[config.mk]
export PLATFORM = sky130hd
export DESIGN_NAME = multibyte_adder_seq
export DESIGN_NICKNAME = d
export VERILOG_FILES = /design/src/rtl/mbadd_pkg.sv /design/src/rtl/adder8b.sv /design/src/rtl/multibyte_adder_seq.sv
export SDC_FILE = /design/constraint.sdc
export NUM_CORES = 1
export LEC_CHECK = 0
export BUFFER_PORTS_ARGS = -buffer_cell sky130_fd_sc_hd__buf_2
export CAP_MARGIN = 0
export CORE_UTILIZATION = 49
export CTS_CLUSTER_DIAMETER = 120
export CTS_CLUSTER_SIZE = 25
export DETAILED_ROUTE_END_ITERATION = 7
export GPL_TIMING_DRIVEN = 0
export MAX_ROUTING_LAYER = met4
export PLACE_DENSITY = 0.8
export REMOVE_ABC_BUFFERS = 1
export SYNTH_ARGS = -nofsm -noshare
export SYNTH_HDL_FRONTEND = slang
export SYNTH_SLANG_ARGS = --single-unit
export TNS_END_PERCENT = 30
[constraint.sdc]
create_clock -name clk -period 4.2 [get_ports clk]
set_input_delay 0.21 -clock clk [delete_from_list [all_inputs] [get_ports clk]]
set_output_delay 0.21 -clock clk [all_outputs]
set_load 0.05 [all_outputs]
[src/rtl/mbadd_pkg.sv]
// Shared definitions for the sequential multibyte adder.
//   state_e        : FSM state encoding (IDLE, RUN, DONE)
//   BYTE_W         : width of one operand byte
//   NBYTES_DEFAULT : default operand width in bytes
package mbadd_pkg;

    typedef enum logic [1:0] {
        IDLE = 2'd0,
        RUN  = 2'd1,
        DONE = 2'd2
    } state_e;

    localparam int unsigned BYTE_W         = 8;
    localparam int unsigned NBYTES_DEFAULT = 4;

endpackage

[src/rtl/adder8b.sv]
// 8-bit ripple-carry adder, purely combinational.
// Ports:
//   a_i, b_i : 8-bit addends
//   cin_i    : carry into bit 0
//   sum_o    : 8-bit sum
//   cout_o   : carry out of bit 7
module adder8b (
    input  logic [7:0] a_i,
    input  logic [7:0] b_i,
    input  logic       cin_i,
    output logic [7:0] sum_o,
    output logic       cout_o
);

    logic [8:0] carry;

    always_comb begin
        carry    = '0;
        sum_o    = '0;
        carry[0] = cin_i;
        for (int i = 0; i < 8; i++) begin
            sum_o[i]     = a_i[i] ^ b_i[i] ^ carry[i];
            carry[i + 1] = (a_i[i] & b_i[i]) | (carry[i] & (a_i[i] ^ b_i[i]));
        end
        cout_o = carry[8];
    end

endmodule

[src/rtl/multibyte_adder_seq.sv]
// Sequential multibyte adder: adds two NBYTES-byte operands one byte per cycle
// through a single adder8b, with valid/ready handshakes on both sides.
// Optional feature: define MBADD_OVERFLOW_EN to add the registered signed
// overflow output out_ovf.
// Ports:
//   clk, rst_n          : clock, asynchronous active-low reset
//   in_valid, in_ready  : operand handshake (in_ready high only in IDLE)
//   in_a, in_b, in_cin  : operands and carry into the least significant byte
//   out_valid, out_ready: result handshake (out_valid high only in DONE)
//   out_sum, out_cout   : A+B+cin and carry out of the most significant byte
//   out_ovf             : signed overflow (MBADD_OVERFLOW_EN only)
module multibyte_adder_seq
    import mbadd_pkg::*;
#(
    parameter int unsigned NBYTES = NBYTES_DEFAULT
) (
    input  logic                     clk,
    input  logic                     rst_n,
    input  logic                     in_valid,
    output logic                     in_ready,
    input  logic [BYTE_W*NBYTES-1:0] in_a,
    input  logic [BYTE_W*NBYTES-1:0] in_b,
    input  logic                     in_cin,
    output logic                     out_valid,
    input  logic                     out_ready,
    output logic [BYTE_W*NBYTES-1:0] out_sum,
    output logic                     out_cout
`ifdef MBADD_OVERFLOW_EN
    ,
    output logic                     out_ovf
`endif
);

    localparam int unsigned IDX_W = (NBYTES > 1) ? $clog2(NBYTES) : 1;
    localparam logic [IDX_W-1:0] LAST_IDX = IDX_W'(NBYTES - 1);

    state_e                         state_q;
    logic [IDX_W-1:0]               idx_q;
    logic                           carry_q;
    logic [NBYTES-1:0][BYTE_W-1:0]  a_q;
    logic [NBYTES-1:0][BYTE_W-1:0]  b_q;
    logic [NBYTES-1:0][BYTE_W-1:0]  sum_q;
    logic                           cout_q;

    logic [BYTE_W-1:0]              a_byte;
    logic [BYTE_W-1:0]              b_byte;
    logic [BYTE_W-1:0]              byte_sum;
    logic                           byte_cout;

    assign a_byte = a_q[idx_q];
    assign b_byte = b_q[idx_q];

    adder8b u_adder (
        .a_i    (a_byte),
        .b_i    (b_byte),
        .cin_i  (carry_q),
        .sum_o  (byte_sum),
        .cout_o (byte_cout)
    );

`ifdef MBADD_OVERFLOW_EN
    logic ovf_q;
    logic msb_cin;

    // Carry into bit 7 of the top byte, recovered from its sum bit.
    assign msb_cin = a_byte[BYTE_W-1] ^ b_byte[BYTE_W-1] ^ byte_sum[BYTE_W-1];
    assign out_ovf = ovf_q;
`endif

    always_ff @(posedge clk or negedge rst_n) begin
        if (!rst_n) begin
            state_q <= IDLE;
            idx_q   <= '0;
            carry_q <= 1'b0;
            a_q     <= '0;
            b_q     <= '0;
            sum_q   <= '0;
            cout_q  <= 1'b0;
`ifdef MBADD_OVERFLOW_EN
            ovf_q   <= 1'b0;
`endif
        end else begin
            case (state_q)
                IDLE: begin
                    if (in_valid) begin
                        a_q     <= in_a;
                        b_q     <= in_b;
                        carry_q <= in_cin;
                        idx_q   <= '0;
                        state_q <= RUN;
                    end
                end
                RUN: begin
                    sum_q[idx_q] <= byte_sum;
                    carry_q      <= byte_cout;
                    idx_q        <= idx_q + IDX_W'(1);
                    if (idx_q == LAST_IDX) begin
                        cout_q  <= byte_cout;
`ifdef MBADD_OVERFLOW_EN
                        ovf_q   <= msb_cin ^ byte_cout;
`endif
                        state_q <= DONE;
                    end
                end
                DONE: begin
                    if (out_ready) begin
                        state_q <= IDLE;
                    end
                end
                default: state_q <= IDLE;
            endcase
        end
    end

    assign in_ready  = (state_q == IDLE);
    assign out_valid = (state_q == DONE);
    assign out_sum   = sum_q;
    assign out_cout  = cout_q;

endmodule

==> reports/results.ini <==
[status]
status = complete, but fails checks
violations = setup timing

[timing]
fin_skew_ns = 0.0203
setup-violations-final = 4
timing.hold.ws_ns = 0.0409
hold_viol = 0
worst_slew_pin_slew_ns = 0.741
maxSlewViolCount = 0
rsz0062_at_grt = true
min_period_over_period_pct = 100
slew_headroom_pct = 50.4
fmax_mhz = 238
setup_ws_ns = -0.00724
final.min_clock_period_ns = 4.21

[clocking]
cts_tree = built
cts_root_buf = clkbuf_8
cts_made_buffers = 9
clk_path_buf_depth = 2
cts_htree_levels = 3
cts.sinks = 102
clk_latency_ns = 0.36
path_clk_slew_ns = 0.10

[floorplan]
core_um2 = 9370
die_width_um = 101
die_area_um2 = 10200
initial_core_util_pct = 51.2
fp-row-count = 35
io_pins = 104
dieHeight_um = 101

[yosys]
synth-seq-area-share_pct = 53.2
synthFlopType = dfrtp_1
postSynthAreaPerCell_um2 = 17.3
synth_cell_types = 26
syn_inst = 278
yosysWarnings = 0
synth_area_um2 = 4800
synth-edff-count = 0
synth-seq-cells = 102
ys_async_sr_fraction_pct = 100

[drt]
drt_iter0_drc = 65
num_vias = 2653
ant_nets = 0
drc_errors = 0
detail_route.wirelength_um = 8840
vias_per_cell = 5.10
dr.pass1.iters = 4
routedWlPerCell_um = 17.0

[flow_run]
maxCapViolations = 0

[critical_path]
reg2regPathDepth = 13
crit_fanout = 4
crit_required_ns = 4.49
worst_setup_path_end_kind = register
critPathLaunchType = register
r2r_start = idx_q[0]$_DFFE_PN0P_
r2r_end = out_sum[23]$_DFFE_PN0P_
critical_path_class = reg -> reg
crit_arrival_ns = 4.49
regToRegSetupSlack_ns = -0.007
crit_path_start = idx_q[0]$_DFFE_PN0P_

[hold_path]
hold_class = in -> reg
hold_path_end = state_q[1]$_DFFE_PN0P_
hold_depth = 2
min_from = out_ready

[final_layout]
multi_input_area_um2 = 2080
final_nets = 467
most-common-layout-cells = buf_2 (102), dfrtp_1 (100), mux2_4 (60)
final_common_cell = buf_2
finalCoreUtilization_pct = 60.4
area_growth_syn_to_layout_pct = 18.0
drive_gt1_share_pct = 63.7
seqCellArea_um2 = 2560
nFillCells = 742
antenna_cells = 0

[global_route]
grt_first_pass_wirelength_um = 14300
grt_max_degree = 65
grt_usage_pct = 19.4
grt_pass1_vias = 2934
overflow = 0
antenna_found_initial = 0

[place]
dp_slack_ns = -1.31
dpl.hpwl_um = 6170
place.gp.congestion = 0.759
io_buffers = 103

## logic make-up (layout without fill, tap and decap cells)
group	count (synthesis)	in the layout	synth area share (%)
AOI/OAI and AO/OA	15	15	1.83
and+or+nand+nor	22	22	3.57
muxes	104	104	32.9
DFF	102	102	53.2
adders and majority gates	12	12	4.38
buffers and inverters	23	136	4.12
## cells in the mapped netlist (all sizes together) (4+ instances only)
cell	instances	area, um2
o21ai	10	50.1
buf	11	153
dfrtp	102	2550
mux4	16	360
fa	8	160
mux2	88	1220
nand3b	4	67.6
ha	4	50.1
nor2	5	35.0
nand2	9	33.8
inv	11	41.3
## worst max-delay path, cell delays in order, from the launching register on
cell and delay (ns):
dfrtp_4 0.45, mux4_2 0.53, fa_2 0.37, inv_2 0.06
fa_2 0.20, inv_2 0.04, fa_2 0.34, fa_2 0.39
fa_2 0.36, fa_2 0.36, fa_2 0.34, inv_2 0.06
fa_2 0.48, o21ai_1 0.14
## cell type report
cell class                      instances  area share (%)
Multi-Input combinational cell        153            36.7
Tap cell                              129            2.85
Clock buffer                            9            2.19
Timing Repair Buffer                  109            10.8
Sequential cell                       102            45.2
Clock inverter                          7            1.55
Inverter                               11           0.729
## per-stage QoR
step	TNS, ns	instances	instance area, um2
global route	-0.502	520	5660
global placement	-13.54	498	5320
detailed placement	-13.74	499	5350
CTS	-0.170	519	5620
finish	-0.0197	520	5660
floorplan	-4.05	266	4640
## sequential cells by signal, summed over array words and instances, names as in the netlist
name,count
carry_q,1
a_q,32
idx_q,2
b_q,32
state_q,2
out_cout,1
out_sum,32
## how the worst max path moves through the flow
stage,end,slack [ns]
after floorplan,out_sum[31]$_DFFE_PN0P_,-0.56
after global placement,out_sum[31]$_DFFE_PN0P_,-1.29
after detailed placement,out_sum[31]$_DFFE_PN0P_,-1.31
after CTS,out_sum[7]$_DFFE_PN0P_,-0.05
after global routing,out_sum[7]$_DFFE_PN0P_,-0.13
final,out_sum[23]$_DFFE_PN0P_,-0.007
## routing by layer
layer | global-route usage, % | vias up | share of wire (%)
met3 | 2.57 | 11 | 2.8
met4 | 7.25 | 0 | 1.5
met1 | 24.8 | 1370 | 44
met2 | 31.8 | 62 | 51
li1 | - | 1210 | -
met5 | - | - | 0
## what timing repair did
item | in CTS | in global routing
hold buffers | 1 | 0
endpoints found under the hold margin | 44 | 0
setup endpoints to repair | 18 | 4
pin swaps | 5 | 2
resized for setup | 19 | 3
setup buffers | 3 | 0
Power is not shown: default switching activity piles up to over one toggle a cycle in this logic, so the estimate is an artifact.
